**config.mk**
```make
export PLATFORM = sky130hd
export DESIGN_NAME = softmax_outp_writer
export DESIGN_NICKNAME = d
export VERILOG_FILES = /design/src/rtl/softmax_outp_writer.sv
export SDC_FILE = /design/constraint.sdc
export NUM_CORES = 1
export LEC_CHECK = 0
export CAP_MARGIN = 20
export CORE_MARGIN = 2
export CORE_UTILIZATION = 50
export DETAILED_ROUTE_END_ITERATION = 10
export PLACE_DENSITY_LB_ADDON = 0.3
export SYNTH_ARGS = -nofsm -noshare
export SYNTH_HDL_FRONTEND = slang
export SYNTH_SLANG_ARGS = --single-unit
```
**constraint.sdc**
```tcl
create_clock -name clk -period 4.1 [get_ports clk]
set_input_delay 0.82 -clock clk [delete_from_list [all_inputs] [get_ports clk]]
set_output_delay 0.82 -clock clk [all_outputs]
set_load 0.01 [all_outputs]
```
**src/rtl/softmax_outp_writer.sv**
```systemverilog
// rtl/softmax_outp_writer.sv - packs softmax lane results and writes them to output memory via a small FIFO
module softmax_outp_writer #(
  parameter int DATAWIDTH  = 16,
  parameter int NUM        = 4,
  parameter int ADDRSIZE   = 8,
  parameter int FIFO_DEPTH = 4
) (
  input  logic                      clk,
  input  logic                      reset,
  input  logic                      start,
  input  logic [ADDRSIZE-1:0]       addr_limit,
  input  logic [DATAWIDTH-1:0]      outp0,
  input  logic [DATAWIDTH-1:0]      outp1,
  input  logic [DATAWIDTH-1:0]      outp2,
  input  logic [DATAWIDTH-1:0]      outp3,
  input  logic                      outp_valid,
  output logic                      outp_ready,
  output logic                      wr_valid,
  input  logic                      wr_ready,
  output logic [ADDRSIZE-1:0]       wr_addr,
  output logic [DATAWIDTH*NUM-1:0]  wr_data,
  output logic                      busy,
  output logic                      done,
  output logic                      overflow
);
  localparam int PW = $clog2(FIFO_DEPTH);
  localparam int CW = ADDRSIZE + 1;
  localparam int WW = DATAWIDTH * NUM;
  localparam logic [PW:0] FULL_CNT = (PW+1)'(FIFO_DEPTH);

  localparam logic [1:0] S_IDLE  = 2'd0;
  localparam logic [1:0] S_RUN   = 2'd1;
  localparam logic [1:0] S_DRAIN = 2'd2;
  localparam logic [1:0] S_DONE  = 2'd3;

  logic [1:0]          state;
  logic [ADDRSIZE-1:0] lim;
  logic [CW-1:0]       in_cnt;
  logic [CW-1:0]       out_cnt;
  logic [CW-1:0]       last_cnt;
  logic [CW-1:0]       in_nxt;
  logic [CW-1:0]       out_nxt;
  logic [WW-1:0]       mem [FIFO_DEPTH];
  logic [PW-1:0]       wr_ptr;
  logic [PW-1:0]       rd_ptr;
  logic [PW:0]         count;
  logic                fifo_full;
  logic                fifo_empty;
  logic                push;
  logic                pop;
  logic [WW-1:0]       word_in;

  always_comb begin
    word_in    = {outp3, outp2, outp1, outp0};
    fifo_full  = (count == FULL_CNT);
    fifo_empty = (count == '0);
    // Counters are one bit wider than the address so lim=max still terminates.
    last_cnt   = {1'b0, lim} + CW'(1);
    outp_ready = (state == S_RUN) && !fifo_full && (in_cnt <= {1'b0, lim});
    push       = outp_valid && outp_ready;
    wr_valid   = !fifo_empty;
    pop        = wr_valid && wr_ready;
    in_nxt     = in_cnt + CW'(push);
    out_nxt    = out_cnt + CW'(pop);
    wr_addr    = out_cnt[ADDRSIZE-1:0];
    wr_data    = fifo_empty ? '0 : mem[rd_ptr];
    busy       = (state == S_RUN) || (state == S_DRAIN);
    done       = (state == S_DONE);
  end

  always_ff @(posedge clk) begin
    if (push) mem[wr_ptr] <= word_in;
  end

  always_ff @(posedge clk or negedge reset) begin
    if (!reset) begin
      wr_ptr <= '0;
      rd_ptr <= '0;
      count  <= '0;
    end else begin
      if (push) wr_ptr <= wr_ptr + PW'(1);
      if (pop)  rd_ptr <= rd_ptr + PW'(1);
      case ({push, pop})
        2'b10:   count <= count + (PW+1)'(1);
        2'b01:   count <= count - (PW+1)'(1);
        default: count <= count;
      endcase
    end
  end

  always_ff @(posedge clk or negedge reset) begin
    if (!reset) begin
      state    <= S_IDLE;
      lim      <= '0;
      in_cnt   <= '0;
      out_cnt  <= '0;
      overflow <= 1'b0;
    end else begin
      in_cnt  <= in_nxt;
      out_cnt <= out_nxt;
      case (state)
        S_IDLE: begin
          if (start) begin
            lim      <= addr_limit;
            in_cnt   <= '0;
            out_cnt  <= '0;
            overflow <= 1'b0;
            state    <= S_RUN;
          end else if (outp_valid) begin
            overflow <= 1'b1;
          end
        end
        S_RUN: begin
          if (push && (in_nxt == last_cnt)) state <= S_DRAIN;
        end
        S_DRAIN: begin
          if (outp_valid) overflow <= 1'b1;
          // Also covers the case where the final write already landed in RUN.
          if (out_nxt == last_cnt) state <= S_DONE;
        end
        default: state <= S_IDLE;
      endcase
    end
  end
endmodule

```
Word-level counts from Yosys, hierarchy flattened --
Memories as Yosys holds them, arrays and structs flattened. Index checks and enable logic that the tools add are counted. Widths: inputs -> output; s select.
Word-level totals: word-level logic and storage cells 57, RAM bits 256, memories 1, output and inout bits 77, bits in registers 36
Memory list:
- mem | words 4, width 64, read ports 1, clocked after Yosys merged registers in 0, write ports 1, line 43 | logic [WW-1:0] mem [FIFO_DEPTH];
Operators by class: add/subtract/negate cells 7, muxes and demuxes 15, eq/ne operators 11, magnitude comparators 1, reductions and logical operators 14
Operator list (count):
- $mux 64 | 1
- $mux 9 | 4
- $add 9x1->9 | 2
- $eq 9x9->1 | 2
- $add 8x1->9 const B | 1
- $le 9x8->1 | 1
- $eq 2x2->1 const B | 3
- $mux 2 | 3
- $pmux 2 s3 | 1
- $pmux 3 s2 | 1
- $logic_and 1x1->1 | 5
- $add 2x1->2 const B | 2
- $eq 2x1->1 const B | 2
- $mux 1 | 4
- $ne 2x1->1 const B | 2
- $reduce_bool 2->1 | 2
- $add 3x1->3 const B | 1
- $eq 3x3->1 const B | 1
- $logic_not 3->1 | 1
- $reduce_and 3->1 | 1
- $sub 3x1->3 const B | 1
- $logic_not 1->1 | 2
- $logic_not 2->1 | 1
- $ne 2x2->1 const B | 1
- other kinds (3) | 3

Logic depth before layout (Yosys ltp) --
depth in word-level cells 10, depth in mapped cells 16, gate-level depth less buffers 16

Worst setup path before layout --
No wires, ideal clock.
path kind reg2reg, start reg lim[2], end reg state[1], setup slack 0.208 ns, stages on the path, launching flop included 17, required time 3.975 ns, arrival 3.766 ns, library setup time 0.125 ns, cell sequence dfrtp_1 -> inv_1 -> ha_1 -> o21a_1 -> o31ai_1 -> a2111oi_0 -> nor3_2 -> ha_1 -> ha_1 -> nand3_1 -> nor3_2 -> xnor2_1 -> nor2_1 -> a211o_1 -> a2111o_1 -> o2bb2ai_2 -> mux2_4
Between the ends: cells in the longest elaborated chain, start to end 8, elaborated cells between the ends (all ways) 11
RTL lines:
- start: declaration | line 37 | logic [ADDRSIZE-1:0] lim;
- start signal: assignment | line 104 | lim <= addr_limit;
- $le 9x8->1 * | line 59 | outp_ready = (state == S_RUN) && !fifo_full && (in_cnt <= {1'b0, lim});
- $logic_and 1x1->1 * | line 59
- $logic_and 1x1->1 * | line 60 | push = outp_valid && outp_ready;
- net push | line 49 | logic push;
- $add 9x1->9 | line 63 | in_nxt = in_cnt + CW'(push);
- $eq 9x9->1 | line 114 | if (push && (in_nxt == last_cnt)) state <= S_DRAIN;
- $logic_and 1x1->1 * | line 114
- $ne 2x1->1 (no source line) *
- $reduce_and 3->1 (no source line) *
- end signal: assignment | line 114
- end signal: assignment | line 119 | if (out_nxt == last_cnt) state <= S_DONE;
- end signal: assignment | line 121 | default: state <= S_IDLE;
- end: declaration | line 36 | logic [1:0] state;
Mark *: on every way through the listed nets, which the timed path passes. The rest lies on a longest branch. A chain may end at the register's enable or synchronous reset.

Worst setup path in the final report --
start reg lim[1], end reg state[1]
Same word-level chain as after synthesis.

==> impl_metrics.csv <==
group,metric,value,unit
job,cap_violations,0,
power,power.density,699,nW/um^2
route,wirelength,24300,um
route,drt-pass1-iter-count,5,
route,ant_nets,0,
clock_network,tritoncts.num_buffers,30,
place,dp.final_hpwl,15100,um
synth,synth.area.mux_share,12.4,%
timing,worst_hold_slack,502,ps
worst_setup_path,critPathMaxFanout,5,
synth,synth_compound_area_share,2.13,%
outcome,run_status,"complete, no violations",
timing,slew_headroom,31.1,%
clock_network,clk_path_buf_depth,3,
timing,slew_viol_final,0,
power,peakVddDrop,395,uV
worst_setup_path,endpoint_kind,"flop",
synth,synth_top_area_share,63.4,%
worst_setup_path,cp.required,4520,ps
synth,synth_top_family_by_area,"multiplexers",
timing,worst_slew_pin_slew,1030,ps
timing,tns,0,ps
hold_path,holdPathStages,1,
final_layout,layout-drive-gt1-share,17.8,%
timing,fmax,255,MHz
route,drc_errors,0,
synth,synth_top_area_cell,"edfxtp_1",
clock_network,cts_tree,"yes",
floorplanning,core,23600,um^2
place,place.gp.congestion,0.861,
worst_setup_path,worstPathArrival,4350,ps
worst_setup_path,worstRegToRegCells,17,
timing,fin_crit,3930,ps
power,p_leak,0.00516,uW
global_route,grt_pass1_wl,38700,um
synth,syn_area,12100,um^2
route,vias,6513,
synth,synth_warnings,0,
global_route,grt_usage,19.4,%
synth,synth.area.top_cells,"edfxtp_1 (63%), mux4_2 (12%), dfrtp_1 (7.4%)",
place,placed_cells,1128,
hold_path,min_path_type,"flop to flop",
clock_network,cts_max_level,1,
worst_setup_path,crit_type,"flop to flop",
synth,synthAdderAreaFrac,2.54,%
global_route,grt_pass1_vias,6972,
final_layout,fin_nets,943,
route,via_per_inst,5.50,
final_layout,stdcell_count,1185,
timing,clock-skew-final,8.47,ps
floorplanning,ioPinCount,154,
timing,setup-violations-final,0,
timing,fin_crit_sh,95.8,%
clock_network,clkLatencyLatePin,540,ps
synth,ys_types,50,
synth,synth_xor_area_share,2.82,%
global_route,antenna_found_initial,1,
synth,synth_seq_cells,292,
floorplanning,std_cell_rows,56,
clock_network,clk_pin_slew,60,ps
synth,ys_seq_area_share,70.9,%
synth,synth.avg_cell_area,18.0,um^2
clock_network,cts.sinks,292,
synth,synth_edf_count,256,
synth,syn_nets,776,
timing,hold_violations,0,
synth,synthSimpleGateAreaFrac,7.27,%
route,drt_first_iter_violations,462,
synth,ys.flop_type,"edfxtp_1",
floorplanning,die_h,160,um
floorplanning,die_w,160,um
final_layout,areaGrowthSynthToFinish,25.0,%
synth,syn_inst,675,
clock_network,hold_buffers,0,
worst_setup_path,cp-start-kind,"flop",
global_route,grt_max_degree,66,
place,numPortBuffers,153,
clock_network,cts-root-buf,"clkbuf_16",
global_route,overflow,0,
route,routedWlPerCell,20.5,um
floorplanning,start_util,51.3,%
synth,ys_async_sr_fraction,12.3,%
floorplanning,die-area,25500,um^2
final_layout,utilization,64.2,%
final_layout,n_antenna_cell,0,
## power by group
part | internal, uW | leakage, uW | switching (uW)
clock | 1620 | 0.000489 | 1090
sequential | 3610 | 0.00276 | 228
combinational | 2220 | 0.00191 | 1840
## cells in the mapped netlist, drive strengths merged (2+ instances only)
library cell and count:
edfxtp 256, and2 74, mux4 64, dfrtp 36, nor2 27, xnor2 25
ha 23, inv 23, nand2 22, buf 17, clkbuf 16, xor2 14
o21ai 12, nand4 10, nand3 9, a21oi 6, or3 5, nor3 4
o21a 4, mux2 3, a2111oi 2, mux2i 2, nor2b 2, nor3b 2
nor4 2, o211ai 2
## worst max-delay path, stage by stage (launching register included)
cell	delay (ps)
dfrtp_1	390
inv_1	70
ha_1	300
nor2b_1	150
o31ai_2	260
a2111oi_2	130
buf_4	160
nor3_2	200
ha_2	230
ha_2	220
nand3_4	110
nor3_4	220
xnor2_2	120
xor2_1	180
o21a_1	190
a2111o_1	420
o2bb2ai_2	150
mux2_4	300
## logic make-up after synthesis
logic type	after synthesis
muxes	69
buffers and inverters	56
AOI/OAI and AO/OA	37
DFF	292
xor gates and xnor gates	39
adders and majority gates	24
and+or+nand+nor	158
## timing repair
action | CTS | global route
setup buffers | 0 | 1
endpoints found under the setup margin | 0 | 2
resized for setup | 0 | 11
## worst paths after layout
check / from / endpoint / slack, ps
worst max register to register: lim[1] / state[1] / 170
min in group asynchronous: reset / out_cnt[3] / 700
worst max-delay path: lim[1] / state[1] / 170
worst min register to register: rd_ptr[1] / rd_ptr[1] / 500
max in group asynchronous: reset / rd_ptr[0] / 3020
worst min-delay path: rd_ptr[1] / rd_ptr[1] / 500
## cell type report
cell class              count  area [um^2]
flip-flops and latches    292         8590
clock inverters            18          171
repair buffers            168         1720
inverters                  23         86.3
multi-input cells         327         3350
clock buffers              38          832
fillers                  1645         8460
well taps                 319          399
## stage by stage
| stage | instance area [um^2] | total power [uW] | setup WS (ps) |
|---|---|---|---|
| final | 15200 | 10600 | 172 |
| after global routing | 15200 | 11100 | -60.7 |
| after CTS | 15100 | 10700 | 92.6 |
| after detailed placement | 14100 | 7950 | 121 |
| after global placement | 14100 | 7880 | 216 |
| after floorplan | 12100 | 6210 | 208 |
## registers in the layout (all words and copies together), names as in the netlist
| name | cells |
|---|---|
| count | 3 |
| overflow | 1 |
| lim | 8 |
| mem | 256 |
| rd_ptr | 2 |
| out_cnt | 9 |
| state | 2 |
| in_cnt | 9 |
| wr_ptr | 2 |
## layout by cell type, fill, tap and decap left out, drive strengths merged, types with 12 or more instances in the layout
cell and instances:
edfxtp 256, clkdlybuf4s50 153, and2 74, mux4 64
clkbuf 38, dfrtp 36, nor2 27, xnor2 25
inv 24, ha 23, nand2 22, buf 15
xor2 14, o21ai 12
## routing by layer
metal / global-route usage [%] / share of wire, % / up-vias
met5: 0 / 0.049 / -
met4: 5.04 / 2.2 / 2
met3: 3.27 / 6.2 / 45
met2: 33.5 / 50 / 236
met1: 25.8 / 41 / 3310
li1: - / - / 2920
Note: power is estimated with default switching activity, not from simulation.
